### src/rtl/spi_pkg.sv
// Shared types and constants for the SPI master sequencing logic.
package spi_pkg;

   typedef enum logic [2:0] {
      ST_IDLE,
      ST_LOAD,
      ST_SETUP,
      ST_SHIFT,
      ST_HOLD
   } spi_state_e;

   localparam int SPI_BITS            = 8;
   localparam int SPI_HALF_PERIODS    = 16;
   localparam int SPI_HALF_W          = 4;
   localparam int SPI_CLK_DIV_DEFAULT = 4;

endpackage

### src/rtl/spi_clk_div.sv
// Down-counting divider: emits a terminal-count tick every CLK_DIV enabled cycles.
module spi_clk_div #(
   parameter int CLK_DIV = 4,
   parameter int W       = $clog2(CLK_DIV + 1)
) (
   input  logic clk,
   input  logic rst_n,
   input  logic en,
   input  logic clr,
   output logic tick
);

   localparam logic [W-1:0] RELOAD = W'(CLK_DIV - 1);

   logic [W-1:0] cnt;

   always_ff @(posedge clk or negedge rst_n) begin
      if (!rst_n) begin
         cnt <= RELOAD;
      end else if (clr) begin
         cnt <= RELOAD;
      end else if (en) begin
         cnt <= (cnt == '0) ? RELOAD : cnt - 1'b1;
      end
   end

   assign tick = en && (cnt == '0);

endmodule

### src/rtl/spi_sequencer.sv
// Mode-0 SPI sequencer: drives load strobe, chip select and shift clock for one byte per start.
//
// state    | meaning
// ---------+-----------------------------------------------------------
// ST_IDLE  | waiting for start, outputs held
// ST_LOAD  | two cycles: ld_data settles, then b0 low for one cycle
// ST_SETUP | CS low, clkSeq low for CLK_DIV cycles before first edge
// ST_SHIFT | 16 half-periods, even ones high, odd ones low
// ST_HOLD  | CS low, clkSeq low for CLK_DIV cycles, then capture rm
module spi_sequencer
   import spi_pkg::*;
#(
   parameter int CLK_DIV = SPI_CLK_DIV_DEFAULT
) (
   input  logic                clk,
   input  logic                rst_n,
   input  logic                start,
   input  logic [SPI_BITS-1:0] tx_data,
   input  logic [SPI_BITS-1:0] rm,
   output logic [SPI_BITS-1:0] ld_data,
   output logic                b0,
   output logic                clkSeq,
   output logic                CS,
   output logic                busy,
   output logic                done,
   output logic [SPI_BITS-1:0] rx_data
);

   localparam logic [SPI_HALF_W-1:0] HALF_LAST = SPI_HALF_W'(SPI_HALF_PERIODS - 1);

   spi_state_e            state, state_nx;
   logic [SPI_HALF_W-1:0] half_cnt, half_nx;
   logic                  div_en, div_clr, tick;

   logic [SPI_BITS-1:0] ld_data_d, rx_data_d;
   logic                b0_d, clk_seq_d, cs_d, busy_d, done_d;

   assign div_en  = (state == ST_SETUP) || (state == ST_SHIFT) || (state == ST_HOLD);
   assign div_clr = (state_nx != state);

   spi_clk_div #(
      .CLK_DIV (CLK_DIV)
   ) u_clk_div (
      .clk   (clk),
      .rst_n (rst_n),
      .en    (div_en),
      .clr   (div_clr),
      .tick  (tick)
   );

   always_ff @(posedge clk or negedge rst_n) begin
      if (!rst_n) begin
         state    <= ST_IDLE;
         half_cnt <= '0;
         ld_data  <= '0;
         b0       <= 1'b1;
         clkSeq   <= 1'b0;
         CS       <= 1'b1;
         busy     <= 1'b0;
         done     <= 1'b0;
         rx_data  <= '0;
      end else begin
         state    <= state_nx;
         half_cnt <= half_nx;
         ld_data  <= ld_data_d;
         b0       <= b0_d;
         clkSeq   <= clk_seq_d;
         CS       <= cs_d;
         busy     <= busy_d;
         done     <= done_d;
         rx_data  <= rx_data_d;
      end
   end

   // half_cnt doubles as the LOAD cycle index; it clears on every state entry
   always_comb begin
      state_nx = state;
      case (state)
         ST_IDLE:  if (start) state_nx = ST_LOAD;
         ST_LOAD:  if (half_cnt == SPI_HALF_W'(1)) state_nx = ST_SETUP;
         ST_SETUP: if (tick) state_nx = ST_SHIFT;
         ST_SHIFT: if (tick && (half_cnt == HALF_LAST)) state_nx = ST_HOLD;
         ST_HOLD:  if (tick) state_nx = ST_IDLE;
         default:  state_nx = ST_IDLE;
      endcase

      half_nx = half_cnt;
      if (state_nx != state) begin
         half_nx = '0;
      end else if (state == ST_LOAD) begin
         half_nx = half_cnt + 1'b1;
      end else if ((state == ST_SHIFT) && tick) begin
         half_nx = half_cnt + 1'b1;
      end
   end

   always_comb begin
      ld_data_d = ld_data;
      rx_data_d = rx_data;
      b0_d      = b0;
      clk_seq_d = clkSeq;
      cs_d      = CS;
      busy_d    = busy;
      done_d    = 1'b0;
      case (state)
         ST_IDLE: begin
            if (start) begin
               ld_data_d = tx_data;
               busy_d    = 1'b1;
            end
         end
         ST_LOAD: begin
            if (half_cnt == '0) begin
               b0_d = 1'b0;
            end else begin
               b0_d = 1'b1;
               cs_d = 1'b0;
            end
         end
         ST_SETUP: begin
            if (tick) clk_seq_d = 1'b1;
         end
         ST_SHIFT: begin
            // next half-period is high when the current one is odd
            if (tick) clk_seq_d = (half_cnt == HALF_LAST) ? 1'b0 : half_cnt[0];
         end
         ST_HOLD: begin
            if (tick) begin
               rx_data_d = rm;
               cs_d      = 1'b1;
               done_d    = 1'b1;
               busy_d    = 1'b0;
            end
         end
         default: begin
            b0_d = 1'b1;
         end
      endcase
   end

endmodule

### config.mk
export PLATFORM = sky130hd
export DESIGN_NAME = spi_sequencer
export DESIGN_NICKNAME = d
export VERILOG_FILES = /design/src/rtl/spi_pkg.sv /design/src/rtl/spi_clk_div.sv /design/src/rtl/spi_sequencer.sv
export SDC_FILE = /design/constraint.sdc
export NUM_CORES = 1
export LEC_CHECK = 0
export ABC_AREA = 1
export ABC_CLOCK_PERIOD_IN_PS = 2600
export BUFFER_PORTS_ARGS = -buffer_cell sky130_fd_sc_hd__buf_2
export CAP_MARGIN = 20
export CORE_MARGIN = 2
export CORE_UTILIZATION = 44
export DETAILED_ROUTE_END_ITERATION = 8
export GPL_ROUTABILITY_DRIVEN = 0
export MAX_ROUTING_LAYER = met4
export PLACE_DENSITY = 0.69
export SLEW_MARGIN = 30
export SYNTH_ARGS = -nofsm -noshare
export SYNTH_HDL_FRONTEND = slang
export SYNTH_SLANG_ARGS = --single-unit
### constraint.sdc
create_clock -name clk -period 2.6 [get_ports clk]
set_input_delay 0.26 -clock clk [delete_from_list [all_inputs] [get_ports clk]]
set_output_delay 0.26 -clock clk [all_outputs]
set_load 0.05 [all_outputs]
# == Word level (Yosys, flattened, before mapping) ==
# Cells that the tools add are included.
# word_totals
word_cells,68
register_bits,31
output_inout_bits,21
# classes
addsub,2
eq_ne,12
reduce_logical,19
mux,25
# op_table
operator,count
$mux W3,8
$pmux W3 S5,1
$mux W4,3
$ne A2 B2 Y1 const B,5
$mux W1,9
$reduce_and A3 Y1,3
$pmux W1 S2,4
$reduce_bool A2 Y1,4
$eq A3 B2 Y1 const B,2
$logic_not A3 Y1,2
$add A4 B1 Y4 const B,1
$eq A4 B1 Y1 const B,1
$eq A4 B4 Y1 const B,1
$logic_not A4 Y1,1
$reduce_and A2 Y1,2
$reduce_or A4 Y1,1
$eq A3 B1 Y1 const B,1
$eq A3 B3 Y1 const B,1
$logic_and A1 B1 Y1,3
$ne A3 B3 Y1,1
$reduce_bool A3 Y1,1
$sub A3 B1 Y3 const B,1
$logic_or A1 B1 Y1,2

# == Longest topological paths before layout ==
# Gate-level depths: netlist (run 1).
# logic_depth
word_depth,9
mapped_depth,11
ltp_nobuf,11

# == Cells and area by module ==
# A second synthesis (run 1) with hierarchy kept.
# hier_totals
cells_unflattened,175
hier_area_um2,1475.2
# modules_own_cells
module,cells_each,area_per_inst_um2,n_inst
spi_sequencer,149,1277.5,1
spi_clk_div,26,197.7,1

# == Worst setup path after synthesis (run 1) ==
# Ideal clock, no wire load.
# synth_path
path_type,reg-to-reg
from,register u_clk_div.cnt[0]
to,register u_clk_div.cnt[0]
stages_incl_launch_ff,11
setup_slack_ps,1090
period_less_slack_ps,1510
setup_ps,79
path_buffers,0
required_ps,2521
arrival_time_ps,1431
path_cell_list,dfstp_2 inv_1 ha_1 nand2_1 o21ai_1 nand4_2 nand2_1 nand2_2 nand3_1 nand2_1 nand2_1
# synth_via
elab_chain_cells,7
elab_cells_between_ends,13
classes_between,add/sub: 1; eq/ne: 1; mux: 7; reduce/logical: 4
# synth_lines
item,line_no,source
start: declaration,spi_clk_div.sv:15,logic [W-1:0] cnt;
start signal: assignment,spi_clk_div.sv:23,cnt <= (cnt == '0) ? RELOAD : cnt - 1'b1;
$logic_not A3 Y1 *,spi_clk_div.sv:27,assign tick = en && (cnt == '0);
$logic_and A1 B1 Y1 *,spi_clk_div.sv:27,
$logic_and A1 B1 Y1,spi_sequencer.sv:82,ST_SHIFT: if (tick && (half_cnt == HALF_LAST)) state_nx = ST_HOLD;
$mux W3,spi_sequencer.sv:82,
$pmux W3 S5 *,spi_sequencer.sv:78,case (state)
named net state_nx[0],spi_sequencer.sv:31,"spi_state_e state, state_nx;"
$ne A3 B3 Y1 *,spi_sequencer.sv:39,assign div_clr = (state_nx != state);
$mux W3 / $reduce_bool A2 Y1 (equally long branches),--,
# The timed path passes the listed nets; every way through them passes the cells marked *. The select of a mux whose other input is x is not followed.
# A chain may end at the register's enable or synchronous reset.

# == Final worst setup path (run 1) ==
# layout_path
from,register state[0]
to,register busy
# layout_via
elab_chain_cells,6
elab_cells_between_ends,12
classes_between,eq/ne: 5; mux: 1; reduce/logical: 6
# layout_lines
item,line_no,source
start: declaration,spi_sequencer.sv:31,
start signal: assignment,spi_sequencer.sv:63,state <= state_nx;
$eq A3 B2 Y1,spi_sequencer.sv:38,assign div_en = (state == ST_SETUP) || (state == ST_SHIFT) || (state == ST_HOLD);
$logic_or A1 B1 Y1 (2 in series),spi_sequencer.sv:38,
$logic_and A1 B1 Y1,spi_clk_div.sv:27,
$ne A2 B2 Y1 (no source line),--,
$reduce_and A3 Y1 (no source line),--,
end signal: assignment,spi_sequencer.sv:69,busy <= busy_d;
end: declaration,spi_sequencer.sv:24,"output logic busy,"
# Parallel ways exist; a longest one is shown, timed or not.

==> results of run 1 <==
## layout by cell type, fill, tap and decap left out
| cell type | instances |
|---|---|
| nand3_1 | 6 |
| nand4_2 | 1 |
| a21oi_1 | 2 |
| dfrtp_1 | 27 |
| or2_2 | 1 |
| nand4_1 | 4 |
| a21boi_0 | 1 |
| clkbuf_1 | 2 |
| clkinv_1 | 1 |
| xor2_1 | 4 |
| o21ai_0 | 3 |
| buf_2 | 39 |
| dfstp_2 | 4 |
| nand2_2 | 4 |
| inv_1 | 15 |
| nor2_1 | 15 |
| clkbuf_4 | 5 |
| o221ai_1 | 1 |
| nor2_8 | 1 |
| o21ai_1 | 1 |
| nand2_1 | 71 |
| clkinv_2 | 1 |
| ha_1 | 5 |
| inv_2 | 2 |
| dlygate4sd3_1 | 1 |
| inv_4 | 1 |
| a21oi_2 | 2 |
## kinds of logic (layout without fill, tap and decap cells)
family / after synthesis / after routing / synth area share
buf+inv: 20 / 67 / 0.05389
compound gates: 10 / 10 / 0.04363
fa+ha+maj: 5 / 5 / 0.04277
flops: 31 / 31 / 0.5338
simple gates: 103 / 103 / 0.3020
xor+xnor: 4 / 4 / 0.02395
## worst max-delay path by stage
stage | start | endpoint | slack, ns | cells past startpoint
floorplan | u_clk_div.cnt[0]$_DFFE_PN1P_ | u_clk_div.cnt[0]$_DFFE_PN1P_ | 1.09 | 10
global placement | state[0]$_DFF_PN0_ | busy$_DFFE_PN0P_ | 0.62 | 8
detailed placement | state[0]$_DFF_PN0_ | rx_data[2]$_DFFE_PN0P_ | 0.54 | 8
CTS | state[0]$_DFF_PN0_ | rx_data[2]$_DFFE_PN0P_ | 0.52 | 8
global route | state[0]$_DFF_PN0_ | busy$_DFFE_PN0P_ | 0.24 | 8
finish | state[0]$_DFF_PN0_ | busy$_DFFE_PN0P_ | 0.54 | 8
## Yosys cell counts
cell type | number | share of area
dfrtp_1 | 27 | 0.46
or2_2 | 1 | 0.0043
o21ai_1 | 1 | 0.0034
a21oi_2 | 2 | 0.012
o21ai_0 | 3 | 0.010
inv_4 | 1 | 0.0043
ha_1 | 5 | 0.043
buf_2 | 1 | 0.0034
nor2_1 | 15 | 0.038
nand3_1 | 6 | 0.021
nor2_8 | 1 | 0.014
nand2_1 | 71 | 0.18
inv_1 | 15 | 0.038
a21boi_0 | 1 | 0.0051
dfstp_2 | 4 | 0.072
xor2_1 | 4 | 0.024
nand4_1 | 4 | 0.017
nand2_2 | 4 | 0.017
o221ai_1 | 1 | 0.0060
nand4_2 | 1 | 0.0086
a21oi_1 | 2 | 0.0068
inv_2 | 2 | 0.0051
clkinv_1 | 1 | 0.0026
## layer usage
metal | part of all wire | wire length [µm] | track usage | vias up
met4 | 0.022 | 62 | 0.09726 | 0
met5 | 0 | 0 | - | -
met2 | 0.46 | 1282 | 0.2602 | 34
met3 | 0.051 | 144 | 0.03782 | 7
met1 | 0.47 | 1322 | 0.2426 | 557
li1 | - | - | - | 626
## flip-flops by register name (all words and copies together) (netlist names)
register,flops
b0,1
clkSeq,1
busy,1
state,3
rx_data,8
half_cnt,4
CS,1
done,1
u_clk_div.cnt,3
ld_data,8
## per-stage QoR
step / util / hold WS (ns) / setup slack, ns / cell area (µm²)
after floorplan: - / -0.03559 / 1.090 / 1463
after global placement: 0.5504 / 0.3430 / 0.6188 / 1708
after detailed placement: 0.5504 / 0.3387 / 0.5354 / 1708
after CTS: 0.5698 / 0.1195 / 0.5245 / 1768
after global routing: 0.5698 / 0.1291 / 0.2401 / 1768
final: 0.5698 / 0.1303 / 0.5386 / 1768
## power by group
group	internal [mW]	switching (mW)
Sequential	0.482	0
Clock	0.105	0.153
Combinational	0.0107	0.0134
## critical path: cells and delay by family, from the launching register on
kind | cells | cell delay, ns
and+or+nand+nor | 5 | 0.97
DFF | 1 | 0.41
buffers and inverters | 3 | 0.59
## layout make-up
class                      count  area share
multi-input combinational    122      0.3411
clock buffer                   7     0.02548
inverter                      19     0.04176
timing repair buffer          40      0.1161
clock inverter                 1    0.002831
tap                           44     0.03114
sequential                    31      0.4416
## timing repair
action,4_1_cts,5_1_grt
resized for setup,0,0
hold endpoints to repair,27,0
hold buffers,1,0
setup endpoints to repair,0,0
==> impl_metrics.yaml, run 1 <==
die:
  fp.dieH_um: 61.66
  core.rowCount: 20
  pin_count: 40
  die_w_um: 61.66
  core_um2: 3103
  die_area_um2: 3801
  start_util: 0.4714
critical_path:
  critPathRequiredTime_ns: 2.82
  startpoint_type: "register"
  r2r_cells: 8
  reg2reg_to: "busy$_DFFE_PN0P_"
  endpoint_kind: "register"
  ff2ff_setup_slack_ns: 0.54
  slowest_stage: "nor2_1"
  slowest_delay_ns: 0.47
  path_cells: "inv_1, nand2_2, nor2_1, inv_1, nor2_1, clkinv_1, nand2_1, nand2_1"
  worstSetupPathType: "register to register"
  cp_data_arrival_time_ns: 2.28
  cp_max_fo: 11
  r2r-start: "state[0]$_DFF_PN0_"
timing:
  finalSetupViolCount: 0
  period_needed_ns: 2.061
  finalSetupTns_ns: 0
  post-route-period-util: 0.7928
  rsz0062_at_grt: "no"
  finalClockSkew_ns: 0.008462
  hold_violations: 0
  max_freq_ghz: 0.4851
  maxSlewViolCount: 0
  worst_pin_slew_ns: 0.6459
  max_slew_margin: 0.5694
placed_design:
  port_buffers: 39
  dp_hpwl_um: 2181
  dp.cells: 255
drt:
  firstDrtPassIters: 4
  vias_per_cell: 4.636
  dr.first_iter.drc_count: 87
  vias: 1224
  drt-total-wl_um: 2812
  wl_per_cell_um: 10.65
  ant_nets: 0
  drc: 0
synthesis:
  syn_area_per_cell_um2: 8.455
  synth_cell_type_count: 23
  synth_seq_cells: 31
  synth_area_um2: 1463
  yosysWarnings: 0
  syn-instance-count: 173
  ys_seq_area_frac: 0.5338
  syn_nets: 197
grt:
  first_global_vias: 1096
  grt_usage: 0.1823
  grt_overflow_total: 0
  grt_pass1_wl_um: 4823
  grt_max_degree: 32
  antenna_found_initial: 0
cells_and_area:
  fillers: 305
  regArea_um2: 780.7
  multiInputGateArea_um2: 603.1
  final_nets: 243
  n_antenna_cell: 0
  drive_gt1_frac: 0.2773
  instances_no_fill: 264
  syn2layout_area_growth_pct: 20.87
clocking:
  cts.sinks: 31
  worstSkewPairLatency_ns: 0.32
  cts_tree: "built"
  cts_buffers: 5
  post_cts_buffers: 0
  htreeDepth: 2
  clk_pin_slew_ns: 0.09
  clk_path_buf_depth: 2
  cts_root_buf: "clkbuf_4"
min_path:
  hold_path_class: "input pin to register"
  min_from: "tx_data[2]"
  hold_depth: 3
  min_to: "ld_data[2]$_DFFE_PN0P_"
power_and_ir_drop:
  power_mw: 0.7644
  ir_drop_uv: 294.2
  leakagePower_nw: 0.9652
  power_density_nw_per_um2: 432.4
outcome:
  status: "finished clean"
run:
  max_cap_viol_count: 0
No activity file was read; power rests on OpenSTA's default activity.
==> run 2, diff against run 1 <==
--- a/config.mk
+++ b/config.mk
@@ -6,7 +6,7 @@
 export NUM_CORES = 1
 export LEC_CHECK = 0
 export ABC_AREA = 1
-export ABC_CLOCK_PERIOD_IN_PS = 2600
+export ABC_CLOCK_PERIOD_IN_PS = 1900
 export BUFFER_PORTS_ARGS = -buffer_cell sky130_fd_sc_hd__buf_2
 export CAP_MARGIN = 20
 export CORE_MARGIN = 2
==> constraint.sdc (replaced) <==
create_clock -name clk -period 1.9 [get_ports clk]
set_input_delay 0.19 -clock clk [delete_from_list [all_inputs] [get_ports clk]]
set_output_delay 0.19 -clock clk [all_outputs]
set_load 0.05 [all_outputs]
==> impl_metrics.yaml, run 2 (synthesis gave the netlist of run 1 again) <==
outcome:
  status: "finished clean"
power_and_ir_drop:
  power_density_nw_per_um2: 681.1
  leakagePower_nw: 0.9896
  ir_drop_uv: 408.0
cells_and_area:
  final_common_cell: "nand2_1"
  final_cell_mix: "71 x nand2_1, 39 x buf_2, 27 x dfrtp_1"
  reg.largest.list: "ld_data: 8 flops, rx_data: 8 flops, half_cnt: 4 flops"
  n_antenna_cell: 0
  final_nets: 244
  syn2layout_area_growth_pct: 23.87
  drive_gt1_frac: 0.2896
drt:
  dr.first_iter.drc_count: 41
  wl_per_cell_um: 11.37
  drt-total-wl_um: 3014
  firstDrtPassIters: 5
  vias: 1245
  vias_per_cell: 4.698
  drc: 0
  ant_nets: 0
critical_path:
  startpoint_type: "register"
  cp_data_arrival_time_ns: 1.94
  worstSetupPathType: "register to register"
  ff2ff_setup_slack_ns: 0.23
  r2r-start: "u_clk_div.cnt[0]$_DFFE_PN1P_"
  critPathRequiredTime_ns: 2.17
  cp_max_fo: 5
  crit_start: "u_clk_div.cnt[0]$_DFFE_PN1P_"
  endpoint_kind: "register"
die:
  core_um2: 3103
  die_w_um: 61.66
  fp.dieH_um: 61.66
  pin_count: 40
  die_area_um2: 3801
  core.rowCount: 20
  start_util: 0.4714
timing:
  max_freq_ghz: 0.5976
  maxSlewViolCount: 0
  worst_pin_slew_ns: 0.6728
  whs_ns: 0.04898
  rsz0062_at_grt: "no"
  max_slew_margin: 0.5514
  finalSetupTns_ns: 0
  post-route-period-util: 0.8807
  hold_violations: 0
  finalClockSkew_ns: 0.006532
  period_needed_ns: 1.673
  finalSetupViolCount: 0
grt:
  grt_usage: 0.1898
  grt_overflow_total: 0
  antenna_found_initial: 0
  grt_max_degree: 32
  first_global_vias: 1155
  grt_pass1_wl_um: 4981
placed_design:
  port_buffers: 39
  dp_hpwl_um: 2218
clocking:
  clk_pin_slew_ns: 0.10
  worstSkewPairLatency_ns: 0.33
  cts_hold_buf: 1
  cts_resized: 0
  htreeDepth: 2
  clk_path_buf_depth: 2
  cts_buffers: 5
  cts.sinks: 31
  cts_tree: "built"
  post_cts_buffers: 0
  cts_root_buf: "clkbuf_4"
run:
  max_cap_viol_count: 0
min_path:
  min_from: "rm[2]"
  hold_path_class: "input pin to register"
## run 2: where the power goes
group          switching, mW  internal (mW)  total [mW]
Combinational         0.0187         0.0146      0.0333
Sequential                 0          0.660       0.660
Clock                  0.230          0.311       0.541
Total                  0.249          0.985        1.23
## run 2: layout make-up
cell class	count	area, µm²
Inverter	19	73.82
Clock buffer	6	51.30
Fill cell	325	1291
Sequential cell	31	780.7
Clock inverter	2	35.03
Multi-Input combinational cell	122	603.1
Timing Repair Buffer	41	212.7
Tap cell	44	55.05
## run 2: final timing paths
check / cells after the start / to
worst min-delay path: 3 / rx_data[2]$_DFFE_PN0P_
max in group asynchronous: 2 / state[0]$_DFF_PN0_
worst min register to register: 2 / rx_data[4]$_DFFE_PN0P_
worst max-delay path: 10 / u_clk_div.cnt[0]$_DFFE_PN1P_
min in group asynchronous: 2 / ld_data[6]$_DFFE_PN0P_
worst max register to register: 10 / u_clk_div.cnt[0]$_DFFE_PN1P_
## run 2: per-stage QoR
stage / total power [mW] / instances / cell area, µm² / setup slack [ns] / util
after floorplan: 0.6747 / 173 / 1463 / 0.3899 / -
after global placement: 0.7056 / 256 / 1715 / 0.2899 / 0.5528
after detailed placement: 0.7059 / 256 / 1715 / 0.2451 / 0.5528
after CTS: 1.248 / 265 / 1812 / 0.2263 / 0.5839
after global routing: 1.283 / 265 / 1812 / 0.08936 / 0.5839
final: 1.234 / 265 / 1812 / 0.2268 / 0.5839
## run 2: layer usage
| layer | vias up | part of all wire | track usage |
|---|---|---|---|
| li1 | 627 | - | - |
| met1 | 580 | 0.45 | 0.2271 |
| met2 | 34 | 0.49 | 0.2917 |
| met3 | 4 | 0.058 | 0.07143 |
| met4 | 0 | 0.0070 | 0.06991 |
| met5 | - | 0 | - |
## run 2: critical path, cell delays in order (launching register included)
cell and delay (ns):
dfstp_2 0.53, inv_1 0.06, ha_1 0.21, nand2_1 0.16, o21ai_1 0.14, nand4_2 0.10, nand2_1 0.06, nand2_2 0.10
nand3_1 0.11, nand2_1 0.08, nand2_1 0.05
==> run 3, diff against run 2 <==
==> constraint.sdc (replaced) <==
create_clock -name clk -period 1.9 [get_ports clk]
set_input_delay 0.285 -clock clk [delete_from_list [all_inputs] [get_ports clk]]
set_output_delay 0.285 -clock clk [all_outputs]
set_load 0.05 [all_outputs]
==> impl_metrics.yaml, run 3 (synthesis gave the netlist of run 1 again) <==
timing:
  max_freq_ghz: 0.5974
  whs_ns: -0.02427
  finalWorstSetupSlack_ns: 0.2261
  hold_violations: 27
  worst_pin_slew_ns: 0.6733
  max_slew_margin: 0.5511
  finalSetupViolCount: 0
  finalClockSkew_ns: 0.006102
  rsz0062_at_grt: "no"
  maxSlewViolCount: 0
  finalSetupTns_ns: 0
  period_needed_ns: 1.674
  post-route-period-util: 0.8810
die:
  die_w_um: 61.66
  fp.dieH_um: 61.66
  core.rowCount: 20
  core_um2: 3103
  start_util: 0.4714
  pin_count: 40
  die_area_um2: 3801
placed_design:
  place_area_um2: 1715
  port_buffers: 39
  pre_cts_slack_ns: 0.2451
  dp_hpwl_um: 2218
cells_and_area:
  multiInputGateArea_um2: 603.1
  syn2layout_area_growth_pct: 23.18
  reg.largest.list: "ld_data: 8 flops, rx_data: 8 flops, half_cnt: 4 flops"
  n_antenna_cell: 0
  fillers: 326
  final_area_um2: 1802
  drive_gt1_frac: 0.2909
  final_cell_mix: "71 x nand2_1, 39 x buf_2, 27 x dfrtp_1"
  final_common_cell: "nand2_1"
  regArea_um2: 780.7
  final_nets: 243
critical_path:
  crit_end: "u_clk_div.cnt[0]$_DFFE_PN1P_"
  cp_data_arrival_time_ns: 1.94
  cp_max_fo: 5
  slowest_stage: "dfstp_2"
  path_cells: "inv_1, ha_1, nand2_1, o21ai_1, nand4_2, nand2_1, nand2_2, nand3_1, nand2_1, nand2_1"
  startpoint_type: "register"
  r2r_cells: 10
  reg2reg_to: "u_clk_div.cnt[0]$_DFFE_PN1P_"
  crit_start: "u_clk_div.cnt[0]$_DFFE_PN1P_"
  slowest_delay_ns: 0.53
  r2r-start: "u_clk_div.cnt[0]$_DFFE_PN1P_"
  cpMostUsedCell: "nand2_1"
  ff2ff_setup_slack_ns: 0.23
  endpoint_kind: "register"
  worstSetupPathType: "register to register"
  critPathRequiredTime_ns: 2.17
grt:
  grt_pass1_wl_um: 4954
  first_global_vias: 1147
  antenna_found_initial: 0
  grt_max_degree: 32
  grt_overflow_total: 0
  grt_usage: 0.1885
clocking:
  clk_pin_slew_ns: 0.10
  post_cts_buffers: 0
  worstSkewPairLatency_ns: 0.33
  cts_root_buf: "clkbuf_4"
  cts_hold_buf: 0
  cts_resized: 0
  cts_buffers: 5
  cts_tree: "built"
  cts.sinks: 31
  htreeDepth: 2
  clk_path_buf_depth: 2
power_and_ir_drop:
  power_density_nw_per_um2: 684.5
  ir_drop_uv: 408.1
  leakagePower_nw: 0.9854
min_path:
  hold_path_class: "input pin to async pin"
drt:
  vias_per_cell: 4.708
  ant_nets: 0
  wl_per_cell_um: 11.39
  firstDrtPassIters: 4
  drt-total-wl_um: 3008
  dr.first_iter.drc_count: 40
  vias: 1243
  drc: 0
outcome:
  violations: "hold timing"
  status: "complete, but fails checks"
run:
  max_cap_viol_count: 0
run 3: cell types whose count changed in the layout (fill, tap and decap cells not counted), sizes merged:
cell	delta
dlygate4sd3	-1
run 3: where the power goes:
| group | switching (mW) | total [mW] | internal [mW] |
|---|---|---|---|
| sequential | 0 | 0.660 | 0.660 |
| clock | 0.231 | 0.542 | 0.311 |
| combinational | 0.0184 | 0.0317 | 0.0133 |
run 3: worst min-delay path by stage:
stage and to:
2_1_floorplan busy$_DFFE_PN0P_, 3_3_place_gp ld_data[6]$_DFFE_PN0P_, 3_5_place_dp ld_data[6]$_DFFE_PN0P_, 4_1_cts ld_data[6]$_DFFE_PN0P_, 5_1_grt u_clk_div.cnt[2]$_DFFE_PN0P_, 6_report u_clk_div.cnt[2]$_DFFE_PN0P_
run 3: worst max-delay path: cells and delay by family (launching register included):
family          cells  cell delay, ns
fa+ha+maj           1            0.21
flops               1            0.53
buf+inv             1            0.06
compound gates      1            0.14
simple gates        7            0.67
run 3: stage by stage:
| stage | hold slack [ns] | cells | power (mW) | util |
|---|---|---|---|---|
| finish | -0.02427 | 264 | 1.233 | 0.5806 |
| global route | 0.02643 | 264 | 1.279 | 0.5806 |
| CTS | 0.0001344 | 264 | 1.246 | 0.5806 |
| detailed placement | 0.3721 | 256 | 0.7059 | 0.5528 |
| global placement | 0.3736 | 256 | 0.7056 | 0.5528 |
| floorplan | -0.01059 | 173 | 0.6747 | - |
run 3: area by class of cell:
type | instances | area share
multi-input combinational | 122 | 0.3347
clock buffer | 6 | 0.02847
tap | 44 | 0.03056
timing repair buffer | 40 | 0.1125
clock inverter | 2 | 0.01944
inverter | 19 | 0.04097
sequential | 31 | 0.4333
run 3: layer usage:
metal  vias to the layer above  part of all wire  track usage
met5                         -                 0            -
met4                         0             0.015      0.06991
met3                         6             0.058      0.07143
met2                        32              0.48       0.2902
met1                       578              0.45       0.2244
li1                        627                 -            -
